===== src/rtl/mem_boot_arbiter_pkg.sv =====
// Shared types and default constants for the boot/game loader arbiter.
// The program base is also used by the CPU to reset its PC.
package mem_boot_arbiter_pkg;

    typedef enum logic [2:0] {
        IDLE,
        FETCH,
        WAIT,
        WRITE,
        DONE
    } state_t;

    localparam logic [11:0] PROGRAM_BASE   = 12'h200;
    localparam int          RAM_AW_DEF     = 14;
    localparam logic [15:0] LOAD_BASE_DEF  = {4'h0, PROGRAM_BASE};
    localparam int          LOAD_LEN_DEF   = 3584;
    localparam int          BANK_SHIFT_DEF = 12;
    localparam int          IDX_W          = 12;

endpackage


===== src/rtl/mem_boot_arbiter_mem_port_mux.sv =====
// Combinational owner select for the ROM read port and RAM write port:
// the loader drives them while busy, otherwise the CPU passes straight through.
module mem_boot_arbiter_mem_port_mux #(
    parameter int RAM_AW = 14
) (
    input  logic              sel_loader_i,
    input  logic [15:0]       cpu_rom_addr_i,
    input  logic [RAM_AW-1:0] cpu_ram_addr_i,
    input  logic [7:0]        cpu_ram_din_i,
    input  logic              cpu_ram_we_i,
    input  logic [15:0]       ld_rom_addr_i,
    input  logic [RAM_AW-1:0] ld_ram_addr_i,
    input  logic [7:0]        ld_ram_din_i,
    input  logic              ld_ram_we_i,
    input  logic              rom_dready_i,
    output logic [15:0]       rom_addr_o,
    output logic              cpu_rom_dready_o,
    output logic [RAM_AW-1:0] ram_addr_o,
    output logic [7:0]        ram_din_o,
    output logic              ram_we_o
);

    always_comb begin
        rom_addr_o       = cpu_rom_addr_i;
        cpu_rom_dready_o = rom_dready_i;
        ram_addr_o       = cpu_ram_addr_i;
        ram_din_o        = cpu_ram_din_i;
        ram_we_o         = cpu_ram_we_i;
        if (sel_loader_i) begin
            rom_addr_o       = ld_rom_addr_i;
            cpu_rom_dready_o = 1'b0;
            ram_addr_o       = ld_ram_addr_i;
            ram_din_o        = ld_ram_din_i;
            ram_we_o         = ld_ram_we_i;
        end
    end

endmodule


===== src/rtl/mem_boot_arbiter.sv =====
// Boot/game loader: holds the CPU, copies one ROM bank into RAM at the
// program base, then releases the CPU with a one-cycle start pulse.
module mem_boot_arbiter
    import mem_boot_arbiter_pkg::*;
#(
    parameter int          RAM_AW     = RAM_AW_DEF,
    parameter logic [15:0] LOAD_BASE  = LOAD_BASE_DEF,
    parameter int          LOAD_LEN   = LOAD_LEN_DEF,
    parameter int          BANK_SHIFT = BANK_SHIFT_DEF
) (
    input  logic              clk,
    input  logic              reset,
    input  logic              load_req,
    input  logic [3:0]        game_sel,
    output logic              busy,
    output logic              cpu_hold,
    output logic              cpu_start,
    input  logic [15:0]       cpu_rom_addr,
    output logic              cpu_rom_dready,
    input  logic [15:0]       cpu_ram_addr,
    input  logic [7:0]        cpu_ram_din,
    input  logic              cpu_ram_we,
    output logic [15:0]       rom_addr,
    input  logic [7:0]        rom_dout,
    input  logic              rom_dready,
    output logic [RAM_AW-1:0] ram_addr,
    output logic [7:0]        ram_din,
    output logic              ram_we
);

    localparam logic [IDX_W-1:0] LAST_IDX = IDX_W'(LOAD_LEN - 1);

    state_t            state_q, state_d;
    logic [IDX_W-1:0]  idx_q, idx_d;
    logic [3:0]        bank_q, bank_d;
    logic [7:0]        data_q, data_d;
    logic              started_q, started_d;

    logic [15:0]       ldRomAddr;
    logic [RAM_AW-1:0] ldRamAddr;
    logic [7:0]        ldRamDin;
    logic              ldRamWe;
    logic              unused_cpu_addr;

    always_ff @(posedge clk or negedge reset) begin
        if (!reset) begin
            state_q   <= FETCH;
            idx_q     <= '0;
            bank_q    <= '0;
            data_q    <= '0;
            started_q <= 1'b0;
        end else begin
            state_q   <= state_d;
            idx_q     <= idx_d;
            bank_q    <= bank_d;
            data_q    <= data_d;
            started_q <= started_d;
        end
    end

    // Coming out of reset the FSM sits in FETCH for one extra edge to sample
    // game_sel; only then does the first real fetch address go out.
    always_comb begin
        state_d   = state_q;
        idx_d     = idx_q;
        bank_d    = bank_q;
        data_d    = data_q;
        started_d = started_q;
        case (state_q)
            IDLE: begin
                if (load_req) begin
                    bank_d  = game_sel;
                    idx_d   = '0;
                    state_d = FETCH;
                end
            end
            FETCH: begin
                if (!started_q) begin
                    bank_d    = game_sel;
                    started_d = 1'b1;
                end else begin
                    state_d = WAIT;
                end
            end
            WAIT: begin
                if (rom_dready) begin
                    data_d  = rom_dout;
                    state_d = WRITE;
                end
            end
            WRITE: begin
                if (idx_q == LAST_IDX) begin
                    state_d = DONE;
                end else begin
                    idx_d   = idx_q + 1'b1;
                    state_d = FETCH;
                end
            end
            DONE:    state_d = IDLE;
            default: state_d = IDLE;
        endcase
    end

    assign busy      = (state_q != IDLE) && (state_q != DONE);
    assign cpu_hold  = busy;
    assign cpu_start = (state_q == DONE);

    // Loader-side port values; RAM signals stay zero outside the WRITE cycle.
    assign ldRomAddr = (16'(bank_q) << BANK_SHIFT) + 16'(idx_q);
    assign ldRamWe   = (state_q == WRITE);
    assign ldRamAddr = ldRamWe ? RAM_AW'(LOAD_BASE + 16'(idx_q)) : '0;
    assign ldRamDin  = ldRamWe ? data_q : 8'h00;

    assign unused_cpu_addr = ^cpu_ram_addr;

    mem_boot_arbiter_mem_port_mux #(
        .RAM_AW(RAM_AW)
    ) u_mux (
        .sel_loader_i     (busy),
        .cpu_rom_addr_i   (cpu_rom_addr),
        .cpu_ram_addr_i   (cpu_ram_addr[RAM_AW-1:0]),
        .cpu_ram_din_i    (cpu_ram_din),
        .cpu_ram_we_i     (cpu_ram_we),
        .ld_rom_addr_i    (ldRomAddr),
        .ld_ram_addr_i    (ldRamAddr),
        .ld_ram_din_i     (ldRamDin),
        .ld_ram_we_i      (ldRamWe),
        .rom_dready_i     (rom_dready),
        .rom_addr_o       (rom_addr),
        .cpu_rom_dready_o (cpu_rom_dready),
        .ram_addr_o       (ram_addr),
        .ram_din_o        (ram_din),
        .ram_we_o         (ram_we)
    );

endmodule


===== config.mk =====
export PLATFORM = sky130hd
export DESIGN_NAME = mem_boot_arbiter
export DESIGN_NICKNAME = d
export VERILOG_FILES = /design/src/rtl/mem_boot_arbiter_pkg.sv /design/src/rtl/mem_boot_arbiter_mem_port_mux.sv /design/src/rtl/mem_boot_arbiter.sv
export SDC_FILE = /design/constraint.sdc
export NUM_CORES = 1
export LEC_CHECK = 0
export ABC_AREA = 1
export CORE_MARGIN = 1.5
export CORE_UTILIZATION = 42
export CTS_BUF_LIST = sky130_fd_sc_hd__clkbuf_16
export DETAILED_ROUTE_END_ITERATION = 10
export PLACE_DENSITY_LB_ADDON = 0.1
export SLEW_MARGIN = 25
export SYNTH_ARGS = -nofsm -noshare
export SYNTH_HDL_FRONTEND = slang
export SYNTH_SLANG_ARGS = --single-unit

===== constraint.sdc =====
create_clock -name clk -period 4.04 [get_ports clk]
set_clock_uncertainty 0.2 [all_clocks]
set_input_delay 0.606 -clock clk [delete_from_list [all_inputs] [get_ports clk]]
set_output_delay 0.606 -clock clk [all_outputs]
set_load 0.005 [all_outputs]

==> results.py, run 1 <==
metrics = {
    "routing": {
        "drc": 0,
        "routedWlPerCell_um": 12.76,
        "drt-met1-wl_mm": 2.178,
        "dr_total_vias": 2027,
        "drtPass1Iterations": 4,
        "top_layer_used": "met4",
        "detail-route-antenna-nets": 0,
        "drt_iter0_markers": 89,
        "met2_length_mm": 2.339,
        "avgViaCountPerCell": 5.068,
        "wl_met3_um": 527,
        "routed_wl_mm": 5.103,
    },
    "yosys": {
        "ys_seq_area_share_pct": 37.96,
        "synth_cell_type_count": 30,
        "synth_area_mm2": 0.001849,
        "synth_edf_count": 0,
        "synth.area.top_cells": "dfrtp_1, nand2_1, o21ai_0",
        "ys_seq_elements": 28,
        "syn_area_per_cell_um2": 7.168,
        "syn_nets": 317,
        "synth-main-ff-cell": "dfrtp_1",
        "yosys.area.top_type": "dfrtp_1",
        "yosysMostFrequentCell": "nand2_1",
        "post-synth-top-area-fraction_pct": 36.54,
        "postSynthCellCount": 258,
        "synth_common_cells": "nand2_1, o21ai_0, dfrtp_1",
        "yosys_warnings": 0,
        "async_flop_share_pct": 100.0,
    },
    "placement": {
        "hpwlAfterDp_mm": 3.767,
        "pre_cts_ws_ns": 1.173,
        "routabilityCongestion": 0.8372,
        "portBuffers": 97,
    },
    "global_routing": {
        "grt.overflow.total": 0,
        "grt_max_degree": 32,
        "grt_pass1_wl_mm": 8.749,
        "antenna_found_initial": 0,
        "track_usage_pct": 21.85,
        "grt_pass1_vias": 1921,
    },
    "worst_setup_path": {
        "critPathArrivalTime_ns": 2.34,
        "r2r_cells": 9,
        "crit_type": "flop to output port",
        "critPathLaunchType": "flop",
        "r2r-start": "state_q[1]$_DFFE_PN0P_",
        "r2r_end": "idx_q[6]$_DFFE_PN0P_",
        "ff2ff_setup_slack_ns": 1.63,
        "required_ns": 3.23,
        "crit_start": "state_q[1]$_DFFE_PN0P_",
        "endpoint": "ram_addr[12]",
        "end_kind": "output port",
        "critPathMaxFanout": 31,
    },
    "clocking": {
        "h-tree-depth": 1,
        "cts_buffer_depth": 2,
        "cts-resized-gates": 0,
        "cts-root-buf": "clkbuf_16",
        "post-cts-setup-buffers": 0,
        "hold_buffers": 0,
        "cts_buffers": 3,
        "clkTransAtPathRegs_ns": 0.07,
        "cts_tree": "done",
        "clock_latency_ns": 0.26,
        "clock-sinks": 28,
    },
    "layout": {
        "fin_nets": 410,
        "syn_to_final_growth_pct": 59.47,
        "n_antenna_cell": 0,
        "num-fill-cells": 343,
        "layout-drive-gt1-share_pct": 6.571,
    },
    "die": {
        "core_area_mm2": 0.004115,
        "die_x_um": 69.36,
        "die_h_um": 69.36,
        "dieArea_mm2": 0.004810,
        "start_util_pct": 44.94,
        "fp-row-count": 23,
        "ioPinCount": 100,
    },
    "timing": {
        "setup_viol": 0,
        "setup_tns_ns": 0,
        "final_hold_viol_count": 0,
        "fmax_mhz": 318.2,
        "drv_slew": 0,
        "fin_crit_sh_pct": 77.78,
        "tightest_slew_ns": 0.6329,
        "relSlewSlack_pct": 57.71,
        "min_period_ns": 3.142,
        "setup_ws_ns": 0.8976,
        "rsz0062_at_grt": "no",
    },
    "pwr": {
        "power_density_mw_per_mm2": 604.6,
        "p_sw_uw": 651.9,
        "seq_power_share_pct": 25.9,
        "p_comb_share_pct": 57.6,
        "internal_power_uw": 1131,
        "power_frac_clock_pct": 16.5,
        "p_leak_uw": 0.001259,
        "ir_drop_uv": 307.6,
        "switching_share_pct": 36.56,
    },
    "run_status": {
        "status": "finished, final reports clean",
    },
    "min_path": {
        "hold_path.class": "flop to flop",
    },
    "flow_run": {
        "cap_violations": 0,
    },
}
## through the flow
step	hold WS, ns	instances	instance area (µm²)	power (µW)	utilization (%)
2_1_floorplan	0.1104	258	1849	977.4	-
3_5_place_dp	0.2493	396	2844	1492	69.11
3_3_place_gp	0.2419	396	2844	1477	69.11
5_1_grt	0.3138	400	2949	1926	71.66
6_report	0.2668	400	2949	1783	71.66
4_1_cts	0.2675	400	2949	1801	71.66
## final cells by class
| class | count | area, µm² | area share (%) |
|---|---|---|---|
| inverter | 28 | 105.1 | 3.564 |
| sequential | 28 | 701.9 | 23.80 |
| multi-input combinational | 191 | 988.4 | 33.52 |
| clock buffer | 3 | 75.07 | 2.546 |
| tap | 50 | 62.56 | 2.121 |
| clock inverter | 1 | 30.03 | 1.018 |
| timing repair buffer | 99 | 985.9 | 33.43 |
## critical path: stages (launching register included)
cell and delay (ns):
dfrtp_1 0.49, nor2_4 0.53, buf_4 0.36, nand2_1 0.07, o31ai_1 0.07, clkdlybuf4s50_1 0.55
## layer usage
| layer | track usage, % | vias to the layer above |
|---|---|---|
| met5 | 0 | - |
| met4 | 6.754 | 0 |
| met3 | 6.977 | 7 |
| met2 | 36.54 | 99 |
| met1 | 26.79 | 895 |
| li1 | - | 1026 |
## flip-flops by register name, indices dropped and copies added (netlist names)
signal,flops
idx_q,12
state_q,3
data_q,8
started_q,1
bank_q,4
## layout by cell type (no fill, tap or decap), types with 2 or more instances in the layout
cell type        count
a22o_1               9
buf_4                2
clkbuf_16            3
clkdlybuf4s50_1     97
dfrtp_1             27
ha_1                 2
inv_1               26
inv_2                2
mux2_1               2
mux2_2               6
nand2_1             88
nand3_1             13
nand3_2              2
nand4_1              2
nor2_1              14
nor2_4               2
o21ai_0             33
o21ai_1              5
xor2_1               4
## kinds of logic (layout without fill, tap and decap cells)
logic type / Yosys count / count (layout) / share of synthesized area (%)
muxes: 8 / 8 / 4.871
buffers and inverters: 39 / 131 / 8.999
and+or+nand+nor: 127 / 127 / 29.09
DFF: 28 / 28 / 37.96
adders and majority gates: 2 / 2 / 1.353
AOI/OAI and AO/OA: 50 / 50 / 15.83
xor gates and xnor gates: 4 / 4 / 1.894
## power groups by stage
stage	combinational [µW]	sequential (µW)	clock (µW)
6_report	1030	462	294
5_1_grt	1140	476	308
4_1_cts	1040	461	302
3_5_place_dp	1030	466	0
3_3_place_gp	1020	460	0
2_1_floorplan	537	441	0
## how the worst min path moves through the flow
stage                                      from                    end  cells after the start
final                     started_q$_DFFE_PN0N_  started_q$_DFFE_PN0N_                      2
after global routing      started_q$_DFFE_PN0N_  started_q$_DFFE_PN0N_                      2
after CTS                 started_q$_DFFE_PN0N_  started_q$_DFFE_PN0N_                      2
after detailed placement  started_q$_DFFE_PN0N_  started_q$_DFFE_PN0N_                      2
after global placement    started_q$_DFFE_PN0N_  started_q$_DFFE_PN0N_                      2
after floorplan                           reset  bank_q[0]$_DFFE_PN0P_                      0
(Power assumes the default switching activity.)
==> run 2: changes to the inputs <==
--- a/config.mk
+++ b/config.mk
@@ -7,7 +7,7 @@
 export LEC_CHECK = 0
 export ABC_AREA = 1
 export CORE_MARGIN = 1.5
-export CORE_UTILIZATION = 42
+export CORE_UTILIZATION = 35
 export CTS_BUF_LIST = sky130_fd_sc_hd__clkbuf_16
 export DETAILED_ROUTE_END_ITERATION = 10
 export PLACE_DENSITY_LB_ADDON = 0.1
==> constraint.sdc (replaced) <==
create_clock -name clk -period 2.55 [get_ports clk]
set_clock_uncertainty 0.2 [all_clocks]
set_input_delay 0.3825 -clock clk [delete_from_list [all_inputs] [get_ports clk]]
set_output_delay 0.3825 -clock clk [all_outputs]
set_load 0.005 [all_outputs]
==> run 2 against run 1 <==
Global-route usage down 2.9 points; via count up 0.64%; non-clock buffer count up 7; largest power group unchanged.
==> results.py, run 2 (synthesized netlist as in run 1, its figures left out) <==
metrics = {
    "pwr": {
        "p_leak_uw": 0.001341,
        "power_density_mw_per_mm2": 951.1,
        "ir_drop_uv": 519.9,
    },
    "placement": {
        "routabilityCongestion": 0.8569,
        "hpwlAfterDp_mm": 3.920,
        "portBuffers": 97,
        "placement.cell_area_mm2": 0.002907,
        "pre_cts_ws_ns": 0.2877,
    },
    "clocking": {
        "clock-sinks": 28,
        "h-tree-depth": 1,
        "clock_latency_ns": 0.26,
        "clkTransAtPathRegs_ns": 0.07,
        "cts-root-buf": "clkbuf_16",
        "cts_tree": "done",
        "cts_buffers": 3,
        "cts_buffer_depth": 2,
    },
    "global_routing": {
        "grt.overflow.total": 0,
        "track_usage_pct": 18.95,
        "grt_pass1_wl_mm": 8.355,
        "grt_pass1_vias": 1882,
        "grt_max_degree": 33,
        "antenna_found_initial": 0,
    },
    "layout": {
        "mostFrequentLayoutCell": "clkdlybuf4s50_1",
        "fin_nets": 417,
        "layout-drive-gt1-share_pct": 8.403,
        "finish.utilization_pct": 59.48,
        "mostFrequentLayoutCells": "clkdlybuf4s50_1, nand2_1, o21ai_0",
        "finalInstanceArea_mm2": 0.003038,
        "reg.largest.list": "idx_q x12, data_q x8, bank_q x4",
        "largest_reg_flops": 12,
        "n_antenna_cell": 0,
        "largest-register": "idx_q",
        "syn_to_final_growth_pct": 64.28,
    },
    "timing": {
        "holdWs_ns": 0.2653,
        "tightest_slew_ns": 0.4679,
        "fmax_mhz": 401.0,
        "setup_tns_ns": 0,
        "relSlewSlack_pct": 68.60,
        "min_period_ns": 2.494,
        "setup_viol": 0,
        "rsz0062_at_grt": "yes",
        "final_hold_viol_count": 0,
        "drv_slew": 0,
        "setup_ws_ns": 0.05634,
        "fin_crit_sh_pct": 97.79,
    },
    "worst_setup_path": {
        "crit_type": "flop to output port",
        "end_kind": "output port",
        "crit_start": "state_q[0]$_DFFE_PN1P_",
        "critPathLaunchType": "flop",
        "required_ns": 1.97,
        "critPathMaxFanout": 6,
        "cpLargestDelayFamily": "buffers and inverters",
        "cp_cell_sequence": "nand2_1 > nor2_4 > buf_4 > a32o_1 > clkdlybuf4s50_1",
        "critPathArrivalTime_ns": 1.91,
        "critPathBufInv": 2,
        "r2r-start": "state_q[0]$_DFFE_PN1P_",
        "worst_path_max_delay_cell": "dfstp_2",
        "cp_slowest_stage_delay_ns": 0.61,
    },
    "min_path": {
        "hold_path.class": "flop to flop",
        "min_from": "started_q$_DFFE_PN0N_",
    },
    "die": {
        "dieArea_mm2": 0.005729,
        "fp-row-count": 26,
        "ioPinCount": 100,
        "start_util_pct": 36.21,
        "die_h_um": 75.69,
        "core_area_mm2": 0.005107,
        "die_x_um": 75.69,
    },
    "flow_run": {
        "cap_violations": 0,
    },
    "run_status": {
        "status": "finished, final reports clean",
    },
    "routing": {
        "drtPass1Iterations": 4,
        "drc": 0,
        "dr_total_vias": 2040,
        "drt_iter0_markers": 109,
        "avgViaCountPerCell": 4.778,
        "routedWlPerCell_um": 11.80,
        "routed_wl_mm": 5.039,
        "detail-route-antenna-nets": 0,
    },
}
[run 2: changes by cell type in the layout (fill, tap and decap cells not counted)]
cell             delta
buf_6               +1
o21ai_1             +2
clkdlybuf4s50_1     -3
o21ai_0             -2
dlymetal6s2s_1      +3
buf_4               +6
[run 2: what timing repair did]
item                                    4_1_cts  5_1_grt
buffers inserted                              0        2
gates resized for setup                       1        5
pin swaps                                     0        1
hold buffers                                  0        0
hold endpoints to repair                      0        0
endpoints found under the setup margin        3       32
[run 2: layout make-up]
type	instances	area (µm²)
Sequential cell	28	701.9
Clock inverter	1	30.03
Inverter	28	105.1
Clock buffer	3	75.07
Tap cell	70	87.58
Timing Repair Buffer	106	1050
Multi-Input combinational cell	191	988.4
Fill cell	476	2069
[run 2: where the power goes]
part / switching [µW] / internal (µW)
combinational: 747 / 947
sequential: 130 / 603
clock: 150 / 313
[run 2: path summary, 6_finish.rpt]
path	slack, ns	to	depth (start not counted)
setup / recovery	0.06	ram_addr[11]	5
hold / removal	0.27	started_q$_DFFE_PN0N_	2
setup reg to reg	0.63	idx_q[5]$_DFFE_PN0P_	8
hold reg to reg	0.27	started_q$_DFFE_PN0N_	2
max in group asynchronous	1.55	state_q[0]$_DFFE_PN1P_	2
min in group asynchronous	0.29	bank_q[1]$_DFFE_PN0P_	2
[run 2: layer usage]
metal,global-route usage (%),vias up,routed length (µm)
met2,31.58,93,2142
met1,24.90,909,2323
met5,0,-,0
met3,4.497,5,520
li1,-,1033,-
met4,4.762,0,53
[run 2: metrics by stage]
step | cells | power (µW)
finish | 427 | 2889
CTS | 425 | 2907
floorplan | 258 | 1549
detailed placement | 421 | 2421
global placement | 421 | 2401
global route | 427 | 3152
[run 2: tightest hold or removal path, stage by stage (launching register included)]
cell	delay [ns]
dfrtp_1	0.32
inv_1	0.05
nand2_1	0.06
==> run 3: changes to the inputs <==
--- a/config.mk
+++ b/config.mk
@@ -6,6 +6,7 @@
 export NUM_CORES = 1
 export LEC_CHECK = 0
 export ABC_AREA = 1
+export CAP_MARGIN = 15
 export CORE_MARGIN = 1.5
 export CORE_UTILIZATION = 35
 export CTS_BUF_LIST = sky130_fd_sc_hd__clkbuf_16
==> results of run 3 <==
Final layout, timing and power as in run 2 (identical DEF).
